==> config.mk <==
export PLATFORM = sky130hd
export DESIGN_NAME = alu_ex_stage_flat
export DESIGN_NICKNAME = d
export VERILOG_FILES = /design/src/rtl/alu_ex_if.sv /design/src/rtl/alu_ex_stage.sv /design/src/flat_wrapper.sv
export SDC_FILE = /design/constraint.sdc
export NUM_CORES = 1
export LEC_CHECK = 0
export CAP_MARGIN = 20
export CORE_MARGIN = 10
export CORE_UTILIZATION = 30
export CTS_CLUSTER_SIZE = 8
export DETAILED_ROUTE_END_ITERATION = 8
export GPL_ROUTABILITY_DRIVEN = 1
export GPL_TIMING_DRIVEN = 0
export PLACE_DENSITY = 0.73
export SYNTH_ARGS = -nofsm -noshare
export SYNTH_HDL_FRONTEND = slang
export SYNTH_SLANG_ARGS = --single-unit
==> constraint.sdc <==
create_clock -name clk -period 6.7 [get_ports clk]
set_input_delay 0.67 -clock clk [delete_from_list [all_inputs] [get_ports clk]]
set_output_delay 0.67 -clock clk [all_outputs]
set_load 0.05 [all_outputs]
==> src/rtl/alu_ex_if.sv <==
// alu_ex_if: decode, ALU and writeback signals of the execute stage; slave is the stage, master is its environment
interface alu_ex_if #(
  parameter int XLEN = 32,
  parameter int REG_IDX_W = 5
);
  logic in_valid, in_ready;
  logic [XLEN-1:0] in_op_a, in_op_b;
  logic [4:0] in_op_code;
  logic [REG_IDX_W-1:0] in_rd, in_rs_a, in_rs_b;
  logic [XLEN-1:0] alu_op_a, alu_op_b, alu_out;
  logic [4:0] alu_op_code;
  logic alu_flag_carry, alu_flag_overflow, alu_flag_parity, alu_flag_neg;
  logic wb_valid, wb_ready, wb_we;
  logic [XLEN-1:0] wb_data;
  logic [REG_IDX_W-1:0] wb_rd;
  logic [3:0] status_flags;
  modport slave (
    input in_valid, in_op_a, in_op_b, in_op_code, in_rd, in_rs_a, in_rs_b,
    output in_ready,
    output alu_op_a, alu_op_b, alu_op_code,
    input alu_out, alu_flag_carry, alu_flag_overflow, alu_flag_parity, alu_flag_neg,
    output wb_valid, wb_data, wb_rd, wb_we, status_flags,
    input wb_ready
  );
  modport master (
    output in_valid, in_op_a, in_op_b, in_op_code, in_rd, in_rs_a, in_rs_b,
    input in_ready,
    input alu_op_a, alu_op_b, alu_op_code,
    output alu_out, alu_flag_carry, alu_flag_overflow, alu_flag_parity, alu_flag_neg,
    input wb_valid, wb_data, wb_rd, wb_we, status_flags,
    output wb_ready
  );
endinterface

==> src/rtl/alu_ex_stage.sv <==
// alu_ex_stage: issue/writeback register pair around a combinational ALU; define ALU_FWD_EN for operand forwarding at accept
module alu_ex_stage #(
  parameter int XLEN = 32,
  parameter int REG_IDX_W = 5
) (
  input logic clk,
  input logic rst,
  alu_ex_if.slave bus
);
  logic s1_valid, s1_we, s2_valid, s2_we;
  logic [XLEN-1:0] s1_a, s1_b, s2_data, fwd_a, fwd_b;
  logic [4:0] s1_code;
  logic [REG_IDX_W-1:0] s1_rd, s2_rd;
  logic flag_c, flag_v, flag_p, flag_n;
  logic s2_free, s1_adv, accept, in_we;
  assign s2_free = !s2_valid || bus.wb_ready;
  assign s1_adv = s1_valid && s2_free;
  assign bus.in_ready = !s1_valid || s2_free;
  assign accept = bus.in_valid && bus.in_ready;
  assign in_we = bus.in_op_code inside {[5'd1:5'd9], [5'd16:5'd19]};
`ifdef ALU_FWD_EN
  assign fwd_a = (bus.in_rs_a == '0) ? bus.in_op_a :
                 (s1_valid && s1_we && s1_rd == bus.in_rs_a) ? bus.alu_out :
                 (s2_valid && s2_we && s2_rd == bus.in_rs_a) ? s2_data : bus.in_op_a;
  assign fwd_b = (bus.in_rs_b == '0) ? bus.in_op_b :
                 (s1_valid && s1_we && s1_rd == bus.in_rs_b) ? bus.alu_out :
                 (s2_valid && s2_we && s2_rd == bus.in_rs_b) ? s2_data : bus.in_op_b;
`else
  logic unused_rs;
  assign unused_rs = ^{bus.in_rs_a, bus.in_rs_b};
  assign fwd_a = bus.in_op_a;
  assign fwd_b = bus.in_op_b;
`endif
  assign bus.alu_op_a = s1_a;
  assign bus.alu_op_b = s1_b;
  assign bus.alu_op_code = s1_code;
  assign bus.wb_valid = s2_valid;
  assign bus.wb_data = s2_data;
  assign bus.wb_rd = s2_rd;
  assign bus.wb_we = s2_we;
  assign bus.status_flags = {flag_c, flag_v, flag_p, flag_n};
  // Issue register: load on accept (rd cleared for non-writing ops), drop valid when the op moves on
  always_ff @(posedge clk or posedge rst) begin
    if (rst) begin
      s1_valid <= 1'b0;
      s1_we <= 1'b0;
      s1_a <= '0;
      s1_b <= '0;
      s1_code <= '0;
      s1_rd <= '0;
    end else if (accept) begin
      s1_valid <= 1'b1;
      s1_we <= in_we;
      s1_a <= fwd_a;
      s1_b <= fwd_b;
      s1_code <= bus.in_op_code;
      s1_rd <= in_we ? bus.in_rd : '0;
    end else if (s1_adv) begin
      s1_valid <= 1'b0;
    end
  end
  // Writeback register: capture the ALU result on advance, hold steady under backpressure
  always_ff @(posedge clk or posedge rst) begin
    if (rst) begin
      s2_valid <= 1'b0;
      s2_we <= 1'b0;
      s2_data <= '0;
      s2_rd <= '0;
    end else if (s1_adv) begin
      s2_valid <= 1'b1;
      s2_we <= s1_we;
      s2_data <= bus.alu_out;
      s2_rd <= s1_rd;
    end else if (bus.wb_ready) begin
      s2_valid <= 1'b0;
    end
  end
  // Architectural flags: writing ops update neg/parity/overflow, only ADD/SUB touch carry
  always_ff @(posedge clk or posedge rst) begin
    if (rst) begin
      {flag_c, flag_v, flag_p, flag_n} <= '0;
    end else if (s1_adv && s1_we) begin
      flag_v <= bus.alu_flag_overflow;
      flag_p <= bus.alu_flag_parity;
      flag_n <= bus.alu_flag_neg;
      flag_c <= (s1_code == 5'd16 || s1_code == 5'd17) ? bus.alu_flag_carry : flag_c;
    end
  end
endmodule

==> src/flat_wrapper.sv <==
// flat-port wrapper written by rule: the top's interface ports become plain ports
module alu_ex_stage_flat 
#(
  parameter int XLEN = 32,
  parameter int REG_IDX_W = 5
)
  (clk, rst, bus_in_valid, bus_in_op_a, bus_in_op_b, bus_in_op_code, bus_in_rd, bus_in_rs_a, bus_in_rs_b, bus_in_ready, bus_alu_op_a, bus_alu_op_b, bus_alu_op_code, bus_alu_out, bus_alu_flag_carry, bus_alu_flag_overflow, bus_alu_flag_parity, bus_alu_flag_neg, bus_wb_valid, bus_wb_data, bus_wb_rd, bus_wb_we, bus_status_flags, bus_wb_ready);
  alu_ex_if #(.XLEN(XLEN), .REG_IDX_W(REG_IDX_W)) bus_i ();
  input logic clk;
  input logic rst;
  input wire logic [$bits(bus_i.in_valid)-1:0] bus_in_valid;
  input wire logic [$bits(bus_i.in_op_a)-1:0] bus_in_op_a;
  input wire logic [$bits(bus_i.in_op_b)-1:0] bus_in_op_b;
  input wire logic [$bits(bus_i.in_op_code)-1:0] bus_in_op_code;
  input wire logic [$bits(bus_i.in_rd)-1:0] bus_in_rd;
  input wire logic [$bits(bus_i.in_rs_a)-1:0] bus_in_rs_a;
  input wire logic [$bits(bus_i.in_rs_b)-1:0] bus_in_rs_b;
  output wire logic [$bits(bus_i.in_ready)-1:0] bus_in_ready;
  output wire logic [$bits(bus_i.alu_op_a)-1:0] bus_alu_op_a;
  output wire logic [$bits(bus_i.alu_op_b)-1:0] bus_alu_op_b;
  output wire logic [$bits(bus_i.alu_op_code)-1:0] bus_alu_op_code;
  input wire logic [$bits(bus_i.alu_out)-1:0] bus_alu_out;
  input wire logic [$bits(bus_i.alu_flag_carry)-1:0] bus_alu_flag_carry;
  input wire logic [$bits(bus_i.alu_flag_overflow)-1:0] bus_alu_flag_overflow;
  input wire logic [$bits(bus_i.alu_flag_parity)-1:0] bus_alu_flag_parity;
  input wire logic [$bits(bus_i.alu_flag_neg)-1:0] bus_alu_flag_neg;
  output wire logic [$bits(bus_i.wb_valid)-1:0] bus_wb_valid;
  output wire logic [$bits(bus_i.wb_data)-1:0] bus_wb_data;
  output wire logic [$bits(bus_i.wb_rd)-1:0] bus_wb_rd;
  output wire logic [$bits(bus_i.wb_we)-1:0] bus_wb_we;
  output wire logic [$bits(bus_i.status_flags)-1:0] bus_status_flags;
  input wire logic [$bits(bus_i.wb_ready)-1:0] bus_wb_ready;
  assign bus_i.in_valid = bus_in_valid;
  assign bus_i.in_op_a = bus_in_op_a;
  assign bus_i.in_op_b = bus_in_op_b;
  assign bus_i.in_op_code = bus_in_op_code;
  assign bus_i.in_rd = bus_in_rd;
  assign bus_i.in_rs_a = bus_in_rs_a;
  assign bus_i.in_rs_b = bus_in_rs_b;
  assign bus_in_ready = bus_i.in_ready;
  assign bus_alu_op_a = bus_i.alu_op_a;
  assign bus_alu_op_b = bus_i.alu_op_b;
  assign bus_alu_op_code = bus_i.alu_op_code;
  assign bus_i.alu_out = bus_alu_out;
  assign bus_i.alu_flag_carry = bus_alu_flag_carry;
  assign bus_i.alu_flag_overflow = bus_alu_flag_overflow;
  assign bus_i.alu_flag_parity = bus_alu_flag_parity;
  assign bus_i.alu_flag_neg = bus_alu_flag_neg;
  assign bus_wb_valid = bus_i.wb_valid;
  assign bus_wb_data = bus_i.wb_data;
  assign bus_wb_rd = bus_i.wb_rd;
  assign bus_wb_we = bus_i.wb_we;
  assign bus_status_flags = bus_i.status_flags;
  assign bus_i.wb_ready = bus_wb_ready;
  alu_ex_stage #(.XLEN(XLEN), .REG_IDX_W(REG_IDX_W)) u_core (.clk(clk), .rst(rst), .bus(bus_i));
endmodule
# Word-level counts from Yosys, hierarchy flattened

Index checks and enable logic that the tools add are counted.

Register bits after elaboration: 119
Output and inout port bits: 113
Logic and storage cells: 39

$lt $le $gt $ge: 4
Muxes and demuxes: 5
Reductions and logical operators: 14
Equal/unequal tests: 2

Operators by type and width:

| kind                                                            | count |
|---|---|
| equality test 5 bit (second input constant)                     | 2 |
| nonzero test 2 bit                                              | 3 |
| >= comparator 5 x 1 -> 1 bit (second input constant)            | 1 |
| >= comparator 5 bit (second input constant)                     | 1 |
| less-or-equal comparator 5 x 4 -> 1 bit (second input constant) | 1 |
| less-or-equal comparator 5 bit (second input constant)          | 1 |
| logical AND 1 bit                                               | 5 |
| 2-to-1 mux 5 bit                                                | 1 |
| 2-to-1 mux 1 bit                                                | 4 |
| logical OR 1 bit                                                | 3 |
| logical NOT 1 bit                                               | 2 |
| AND reduction 2 bit                                             | 1 |

# Logic depth before layout (Yosys ltp)

Gate-level depths: netlist of run 1.

Depth in word-level cells: 5
Gate-level depth with buffers: 5

# Least setup slack after synthesis of run 1

No wires, ideal clock.

Kind: flip-flop to flip-flop
From: register u_core.s2_valid, in the netlist u_core.bus.wb_valid
To: register u_core.s1_a[10], in the netlist u_core.bus.alu_op_a[10]
Period minus slack after synthesis: 1.889 ns
Path slack: 4.811 ns
Data required time: 6.575 ns
Arrival: 1.764 ns
Cell stages (with the launch flop): 6
Path through: dfrtp_1 nand3b_4 nand2_4 buf_12 buf_12 mux2_4

Word-level cells in the longest chain between the ends: 4

Ends and longest elaborated chain:

| what                   | line               | text |
|---|---|---|
| from (decl)            | alu_ex_stage.sv:10 | `logic s1_valid, s1_we, s2_valid, s2_we;` |
| from (signal assigned) | alu_ex_stage.sv:65 | `s2_valid <= 1'b0;` |
| from (signal assigned) | alu_ex_stage.sv:70 | `s2_valid <= 1'b1;` |
| from (signal assigned) | alu_ex_stage.sv:75 | `s2_valid <= 1'b0;` |
| logical NOT 1 bit      | alu_ex_stage.sv:16 | `assign s2_free = !s2_valid \|\| bus.wb_ready;` |
| logical OR 1 bit       | alu_ex_stage.sv:16 |  |
| logical OR 1 bit       | alu_ex_stage.sv:18 | `assign bus.in_ready = !s1_valid \|\| s2_free;` |
| net bus_in_ready       | flat_wrapper.sv:18 | `output wire logic [$bits(bus_i.in_ready)-1:0] bus_in_ready;` |
| logical AND 1 bit      | alu_ex_stage.sv:19 | `assign accept = bus.in_valid && bus.in_ready;` |
| to (signal assigned)   | alu_ex_stage.sv:54 | `s1_a <= fwd_a;` |
| to (decl)              | alu_ex_stage.sv:11 | `logic [XLEN-1:0] s1_a, s1_b, s2_data, fwd_a, fwd_b;` |

The timed path passes the listed nets, and every way through them passes these cells.
A chain may end at the register's enable or synchronous reset.

# Worst setup path after layout of run 1

From: input bus_wb_ready
To: output bus_in_ready

Word-level cells in the longest chain between the ends: 2

Ends and longest elaborated chain:

| what             | line               | text |
|---|---|---|
| from (decl)      | flat_wrapper.sv:32 | `input wire logic [$bits(bus_i.wb_ready)-1:0] bus_wb_ready;` |
| logical OR 1 bit | alu_ex_stage.sv:16 |  |
| logical OR 1 bit | alu_ex_stage.sv:18 |  |
| to (decl)        | flat_wrapper.sv:18 |  |

Every way passes these cells.

==> results of run 1 <==
## report_power, final
group	total, W	internal, W	switching (W)
logic	0.000943	0.000387	0.000556
registers	0.000898	0.000834	0.0000637
clock network	0.00102	0.000685	0.000340
total	0.00287	0.00191	0.000959
## cells in the final DEF, fill, tap and decap left out
cell             instances
buf_12                   5
clkbuf_16               17
o2bb2ai_1                5
nand2b_1                 2
buf_4                    7
nand3_1                  6
a21bo_2                  1
dfrtp_1                119
buf_6                    2
mux2_2                  60
mux2_1                   6
nand2b_2                 1
clkinv_4                 1
mux2i_1                  1
buf_16                   1
buf_2                    1
o21ai_0                  2
inv_6                    5
clkbuf_8                 2
or4_1                    1
mux2_4                  44
inv_1                    1
nand4_1                  1
clkinvlp_4               3
nor4b_1                  1
nand2_4                  1
nand3b_4                 1
clkdlybuf4s50_1        226
o211ai_2                 1
nand2_1                  1
bufinv_16                5
buf_8                    1
## area by class of cell
cell class / count / area share, %
timing repair buffer: 227 / 28.6
buffer: 16 / 2.44
clock inverter: 13 / 2.70
sequential: 119 / 37.2
tap: 216 / 3.37
inverter: 2 / 0.156
clock buffer: 19 / 5.65
multi-input combinational: 135 / 20.0
## state kept, by name, indices dropped and copies added, names as in the netlist, 5 cells and up
register / flops
u_core.bus.alu_op_a: 32
u_core.bus.wb_rd: 5
u_core.bus.alu_op_b: 32
u_core.bus.alu_op_code: 5
u_core.bus.wb_data: 32
u_core.s1_rd: 5
## path summary, 6_finish.rpt
check	startpoint	to	slack (ns)	depth (start not counted)
worst max register to register	u_core.bus.alu_op_code[1]	u_core.flag_c	5.19	3
max in group asynchronous	rst	u_core.flag_v	5.32	3
min in group asynchronous	rst	u_core.bus.alu_op_a[29]	0.68	2
worst min-delay path	u_core.bus.wb_data[4]	u_core.bus.wb_data[4]	0.49	1
worst max-delay path	bus_wb_ready	bus_in_ready	3.83	3
worst min register to register	u_core.bus.wb_data[4]	u_core.bus.wb_data[4]	0.49	1
## per-layer routing
| layer | vias up | track usage, % | routed length (um) |
|---|---|---|---|
| met3 | 13 | 7.82 | 1500 |
| met5 | - | 0 | 0 |
| met1 | 1588 | 14.0 | 5570 |
| met2 | 152 | 21.8 | 6950 |
| met4 | 0 | 4.00 | 152 |
| li1 | 1460 | - | - |
## through the flow
step	utilization (%)	std cells	hold WS, ns	power (W)	setup WS, ns
6_report	50.8	747	0.489	0.00287	3.83
5_1_grt	50.8	747	0.499	0.00299	3.79
4_1_cts	50.8	747	0.492	0.00291	3.81
3_5_place_dp	46.6	715	0.470	0.00186	3.83
3_3_place_gp	46.4	714	0.468	0.00184	1.31
2_1_floorplan	-	272	0.452	0.00150	2.87
## cells by family after synthesis
family                 share of synthesized area, %
AOI/OAI and AO/OA                              1.60
buffers and inverters                          4.24
DFF                                            62.3
muxes                                          29.6
and+or+nand+nor                                2.28
==> results_dict.tcl, run 1 <==
set metrics [dict create \
    status "completed" \
    tightest_slew_ns 0.603 \
    grt_max_degree 65 \
    path_buf_inv 2 \
    placed_area_um2 7340 \
    fillers 1353 \
    setup_tns_ns 0 \
    synthesis.area_um2 4780 \
    critPathKind "in2out" \
    track_usage_pct 13.2 \
    clockBufferDepth 2 \
    cts_tree "done" \
    yosysWarnings 0 \
    worst_setup_path_start_kind "primary input" \
    grt_pass1_vias 3676 \
    p_leak_nw 3.45 \
    routed_wirelength_mm 14.2 \
    synthDominantCellAreaShare_pct 62.3 \
    avgRoutedWirePerCell_um 19.0 \
    slew_headroom_pct 59.7 \
    drv_cap 0 \
    synth_most_common_cell "dfrtp_1" \
    vdd_drop_max_v 0.000201 \
    required_ns 6.03 \
    cp_top_family "buffers and inverters" \
    crit_arrival_ns 2.20 \
    place.gp.congestion 0.732 \
    synth_edf_count 0 \
    antenna_violating_nets_post_route 0 \
    final-setup-viol-count 0 \
    path_clk_slew_ns 0.06 \
    hold_violations 0 \
    syn-instance-count 272 \
    dieWidth_um 146 \
    core_area_um2 15800 \
    ys_top_cells_by_area "dfrtp_1 (62%), mux2_2 (14%), mux2_4 (14%)" \
    synth_seq_cells 119 \
    cts_max_level 4 \
    hold_path_class "reg2reg" \
    yosysSeqAreaShare_pct 62.3 \
    vias 3213 \
    antenna_found_initial 0 \
    rows 46 \
    nets 642 \
    finalCriticalPeriod_ns 2.87 \
    rsz0062_at_grt "false" \
    multi_input_area_um2 1600 \
    drv_slew 0 \
    place_hpwl_mm 10.8 \
    finalCritPeriodShare_pct 42.9 \
    synth_nets 396 \
    fin_skew_ns 0.00411 \
    cts_num_sinks 119 \
    die-area_um2 21400 \
    grt-ovfl-total 0 \
    max_stage_delay_ns 0.86 \
    antenna_cells 0 \
    postCtsHoldBufs 0 \
    postCtsSetupRepairBufs 0 \
    die_y_um 146 \
    synth_common_cells "dfrtp_1 (119), mux2_2 (60), mux2_4 (44)" \
    synth_top_area_cell "dfrtp_1" \
    cts_made_buffers 17 \
    synth-main-ff-cell "dfrtp_1" \
    initial_utilization_pct 30.3 \
    grt_first_pass_wirelength_mm 22.1 \
    area_growth_pct 67.7 \
    endpoint_kind "primary output" \
    seqCellArea_um2 2980 \
    critical-path-slowest-cell "clkdlybuf4s50_1" \
    syn_area_per_cell_um2 17.6 \
    ioPinCount 237 \
    clk_latency_ns 0.41 \
    cp_max_fo 8 \
    drive_gt1_share_pct 29.9 \
    crit_chain "clkdlybuf4s50_1 > nand3b_4 > clkdlybuf4s50_1" \
    first_pass_iters 5 \
    vias_per_cell 4.30 \
    io_buffers 226 \
    drc 0 \
    cts_root_buffer "clkbuf_16" \
    stdcell_area_um2 8010 \
    power_density_nw_per_um2 358 \
    drt-initial-drc-count 86 \
    yosys.cell_types.count 24 \
    cts_resized 0 \
    async_reset_ff_share_pct 100 \
    max_freq_ghz 0.348 \
    crit_top_cell "clkdlybuf4s50_1" \
]
No activity file was read; power rests on OpenSTA's default activity.
==> run 2, diff against run 1 <==
Settings changed: PLACE_DENSITY 0.73 to 0.75.
Clock period 6.7 ns to 2.4 ns, I/O delays scaled along.
==> run 2 against run 1 <==
  * Combinational power grew to 2.8 times the previous value
  * Global-route usage is 0.094 points higher
  * Critical endpoint unchanged
  * Critical path depth is 1 lower
  * Routed wire length is 1.5% lower
  * Die area stayed put
  * Highest routed layer unchanged
  * Design area hardly changed
  * Clock skew is 0.0021 ns higher
  * Register-to-register slack worse by 4.3 ns
  * Largest cell class unchanged
  * Power grew to 2.8 times the previous value
  * Core utilization hardly changed
  * First-iteration DRC count is 1.2% lower
==> results_dict.tcl, run 2 (synthesized netlist as in run 1, its figures left out) <==
set metrics [dict create \
    clk_latency_ns 0.41 \
    rows 46 \
    setup_tns_ns 0 \
    utilization_pct 50.8 \
    seqPwrFrac_pct 31.7 \
    sw_frac_of_total_pct 33.2 \
    final-setup-viol-count 0 \
    path_clk_slew_ns 0.05 \
    grt_max_degree 45 \
    place_hpwl_mm 10.8 \
    clockBufferDepth 2 \
    power_frac_clock_pct 35.1 \
    finalCritPeriodShare_pct 87.7 \
    fin_skew_ns 0.00624 \
    vdd_drop_max_v 0.000612 \
    vias_per_cell 4.28 \
    tightest_slew_ns 0.797 \
    required_ns 2.16 \
    critPathKind "reg2out" \
    finalCriticalPeriod_ns 2.11 \
    die_y_um 146 \
    initial_utilization_pct 30.3 \
    placed_cells 716 \
    cts_made_buffers 17 \
    max_freq_ghz 0.475 \
    p_leak_nw 3.45 \
    ioPinCount 237 \
    die-area_um2 21400 \
    crit_arrival_ns 1.87 \
    place.gp.congestion 0.779 \
    holdWs_ns 0.337 \
    cts_num_sinks 119 \
    antenna_violating_nets_post_route 0 \
    dieWidth_um 146 \
    p_comb_share_pct 33.1 \
    layout_common_cells "clkdlybuf4s50_1 (226), dfrtp_1 (119), mux2_2 (60)" \
    antenna_cells 0 \
    vias 3202 \
    cts_tree "done" \
    slew_headroom_pct 46.7 \
    hold_path_class "in2async" \
    drv_slew 0 \
    nets 643 \
    intPower_w 0.00529 \
    power_density_nw_per_um2 988 \
    drc 0 \
    cts_resized 0 \
    grt_pass1_vias 3755 \
    avgRoutedWirePerCell_um 18.7 \
    grt_first_pass_wirelength_mm 22.3 \
    cts_root_buffer "clkbuf_16" \
    cp_max_fo 8 \
    drv_cap 0 \
    rsz0062_at_grt "false" \
    drt-initial-drc-count 85 \
    status "completed" \
    grt-ovfl-total 0 \
    antenna_found_initial 0 \
    worst_setup_path_start_kind "flip-flop" \
    endpoint_kind "primary output" \
    cts_max_level 4 \
    io_buffers 226 \
    postCtsSetupRepairBufs 0 \
    final_common_cell "clkdlybuf4s50_1" \
    hold_violations 0 \
    final_cells 748 \
    core_area_um2 15800 \
    p_switching_w 0.00263 \
    routed_wirelength_mm 14.0 \
    area_growth_pct 67.7 \
    track_usage_pct 13.3 \
    postCtsHoldBufs 0 \
    drive_gt1_share_pct 30.1 \
    first_pass_iters 4 \
]
[run 2: changes by cell type in the layout (fill, tap and decap cells not counted), sizes merged]
cell,change
buf,+1
bufinv,-1
clkbuf,+3
clkinv,+3
inv,-5
[run 2: metrics by stage]
stage / power [W] / worst slack [ns] / instance area, um2
after floorplan: 0.00419 / 0.511 / 4780
after detailed placement: 0.00520 / 0.393 / 7360
after global routing: 0.00823 / 0.212 / 8020
final: 0.00792 / 0.294 / 8020
after CTS: 0.00802 / 0.266 / 8020
after global placement: 0.00513 / -0.348 / 7320
[run 2: metal layers]
layer / GRT usage [%] / wire length [um]
met5: 0 / 0
met1: 14.7 / 5670
met2: 21.7 / 6760
met3: 7.11 / 1330
met4: 4.30 / 193
[run 2: power groups by stage]
stage | combinational (W) | sequential [W] | clock [W]
after floorplan | 0.000664 | 0.00352 | 0
after global placement | 0.00261 | 0.00252 | 0
after detailed placement | 0.00265 | 0.00254 | 0
after CTS | 0.00266 | 0.00252 | 0.00285
after global routing | 0.00273 | 0.00256 | 0.00294
final | 0.00262 | 0.00251 | 0.00278
[run 2: critical path, stage by stage, from the launching register on]
cell and delay, ns:
dfrtp_1 0.43, nand3b_4 0.17, clkdlybuf4s50_1 0.85
[run 2: worst paths after layout]
check / to / slack (ns) / start / depth (start not counted)
setup / recovery: bus_in_ready / 0.29 / u_core.bus.wb_valid / 2
setup reg to reg: u_core.flag_c / 0.86 / u_core.bus.alu_op_code[3] / 3
max in group asynchronous: u_core.bus.alu_op_a[31] / 1.38 / rst / 3
hold reg to reg: u_core.s1_rd[1] / 0.48 / u_core.s1_rd[1] / 1
hold / removal: u_core.bus.alu_op_b[7] / 0.34 / rst / 2
min in group clk: u_core.s1_rd[3] / 0.39 / bus_in_rd[3] / 3
[run 2: layout make-up]
class	instances	area [um2]
multi-input combinational	135	1600
clock inverter	10	166
sequential	119	2980
tap	216	270
clock buffer	22	494
inverter	2	11.3
buffer	16	195
timing repair buffer	228	2300
fill	1355	7750
==> run 3, diff against run 2 <==
Settings changed: CTS_BUF_LIST set to sky130_fd_sc_hd__clkbuf_16, GPL_TIMING_DRIVEN 0 to unset.
Clock period 2.4 ns to 1.8 ns, I/O delays scaled along.
==> run 3 against run 2 <==
  * Design area fell by 0.64%
  * Flip-flop and latch count did not move
  * Routed wire length fell by 0.21%
  * Clock-buffer cell count fell by 5
  * Global-route usage fell by 0.16 points
  * Setup slack got worse by 0.27 ns
  * Non-clock buffer count fell by 5
  * Worst hold slack got worse by 0.23 ns
  * Critical path type unchanged
==> results_dict.tcl, run 3 (synthesized netlist as in run 1, its figures left out) <==
set metrics [dict create \
    grtUsageMet3_pct 6.30 \
    vias_per_cell 4.28 \
    busiest_layer "met2" \
    final_common_cell "clkdlybuf4s50_1" \
    vdd_drop_max_v 0.000641 \
    die-area_um2 21400 \
    drv_cap 0 \
    antenna_found_initial 0 \
    postCtsSetupRepairBufs 0 \
    fin_ws_ns 0.0278 \
    max_freq_ghz 0.564 \
    required_ns 1.62 \
    grt-ovfl-total 0 \
    track_usage_pct 13.2 \
    crit_chain "clkdlybuf4s50_1" \
    fillers 1376 \
    antenna_violating_nets_post_route 0 \
    rsz0062_at_grt "false" \
    area_growth_pct 66.6 \
    grt_max_degree 57 \
    finalCriticalPeriod_ns 1.77 \
    nets 638 \
    slew_headroom_pct 62.5 \
    ioPinCount 237 \
    utilization_pct 50.5 \
    core_area_um2 15800 \
    drc 0 \
    first_pass_iters 4 \
    finalCritPeriodShare_pct 98.5 \
    postCtsHoldBufs 0 \
    clockBufferDepth 2 \
    vias 3183 \
    seqCellArea_um2 2980 \
    die_y_um 146 \
    power_density_nw_per_um2 1230 \
    grtUsageMet2_pct 21.7 \
    path_buf_inv 1 \
    avgRoutedWirePerCell_um 18.7 \
    crit_arrival_ns 1.59 \
    final-setup-viol-count 0 \
    routed_wirelength_mm 13.9 \
    cp_max_fo 2 \
    place_hpwl_mm 10.6 \
    dieWidth_um 146 \
    rows 46 \
    grt_first_pass_wirelength_mm 22.2 \
    io_buffers 226 \
    hold_path_class "in2async" \
    cts_made_buffers 17 \
    max_stage_delay_ns 0.85 \
    antenna_cells 0 \
    fin_skew_ns 0.00727 \
    endpoint_kind "primary output" \
    cts_num_sinks 119 \
    layout_common_cells "clkdlybuf4s50_1 (152), dfrtp_1 (118), mux2_2 (60)" \
    tightest_slew_ns 0.560 \
    setup_tns_ns 0 \
    drt-initial-drc-count 72 \
    p_leak_nw 3.94 \
    place.gp.congestion 0.721 \
    cts_root_buffer "clkbuf_16" \
    path_clk_slew_ns 0.06 \
    drive_gt1_share_pct 30.0 \
    cts_tree "done" \
    multi_input_area_um2 1600 \
    grt_pass1_vias 3809 \
    hold_violations 0 \
    critical-path-slowest-cell "clkdlybuf4s50_1" \
    worst_setup_path_start_kind "flip-flop" \
    status "completed" \
    critPathKind "reg2out" \
    cts_max_level 4 \
    drv_slew 0 \
    cp_top_family "buffers and inverters" \
    initial_utilization_pct 30.3 \
    clk_latency_ns 0.41 \
    rrSetupSlack_ns 0.32 \
    gr-usage-met1_pct 14.3 \
    dp_slack_ns 0.0535 \
]
## run 3: metrics by stage
step	cells	instance area, um2	hold WS [ns]	power (W)
6_report	743	7970	0.108	0.00982
2_1_floorplan	272	4780	0.288	0.00558
4_1_cts	743	7820	0.0965	0.00999
5_1_grt	743	7970	0.120	0.0103
3_3_place_gp	711	7300	0.467	0.00680
3_5_place_dp	711	7300	0.473	0.00687
## run 3: area by class of cell
cell class / instances / area share (%)
Sequential cell: 119 / 37.4
Multi-Input combinational cell: 135 / 20.1
Clock inverter: 15 / 1.43
Inverter: 2 / 0.141
Tap cell: 216 / 3.39
Clock buffer: 17 / 5.34
Timing Repair Buffer: 239 / 32.2
## run 3: per-layer routing
metal,up-vias,wire length [um]
met4,0,282
met1,1580,5540
met2,136,6850
li1,1449,-
met3,18,1250
met5,-,0
## run 3: worst paths after layout
kind,start,end,cells past startpoint
setup / recovery,u_core.bus.wb_data[11],bus_wb_data[11],1
hold reg to reg,u_core.bus.wb_we,u_core.bus.wb_we,1
min in group clk,bus_in_rd[2],u_core.s1_rd[2],3
max in group asynchronous,rst,u_core.bus.alu_op_a[20],3
hold / removal,rst,u_core.bus.wb_data[5],2
setup reg to reg,u_core.s1_valid,u_core.bus.alu_op_b[4],4
## run 3: what timing repair did
item / 4_1_cts / 5_1_grt
hold endpoints to repair: 0 / 0
setup endpoints to repair: 13 / 57
gates cloned: 0 / 0
gates resized for setup: 13 / 57
## run 3: where the power goes
group	internal (W)	switching, W	leakage [nW]
registers	0.00311	0.000225	1.41
clock network	0.00187	0.00122	0.257
logic	0.00134	0.00205	2.27
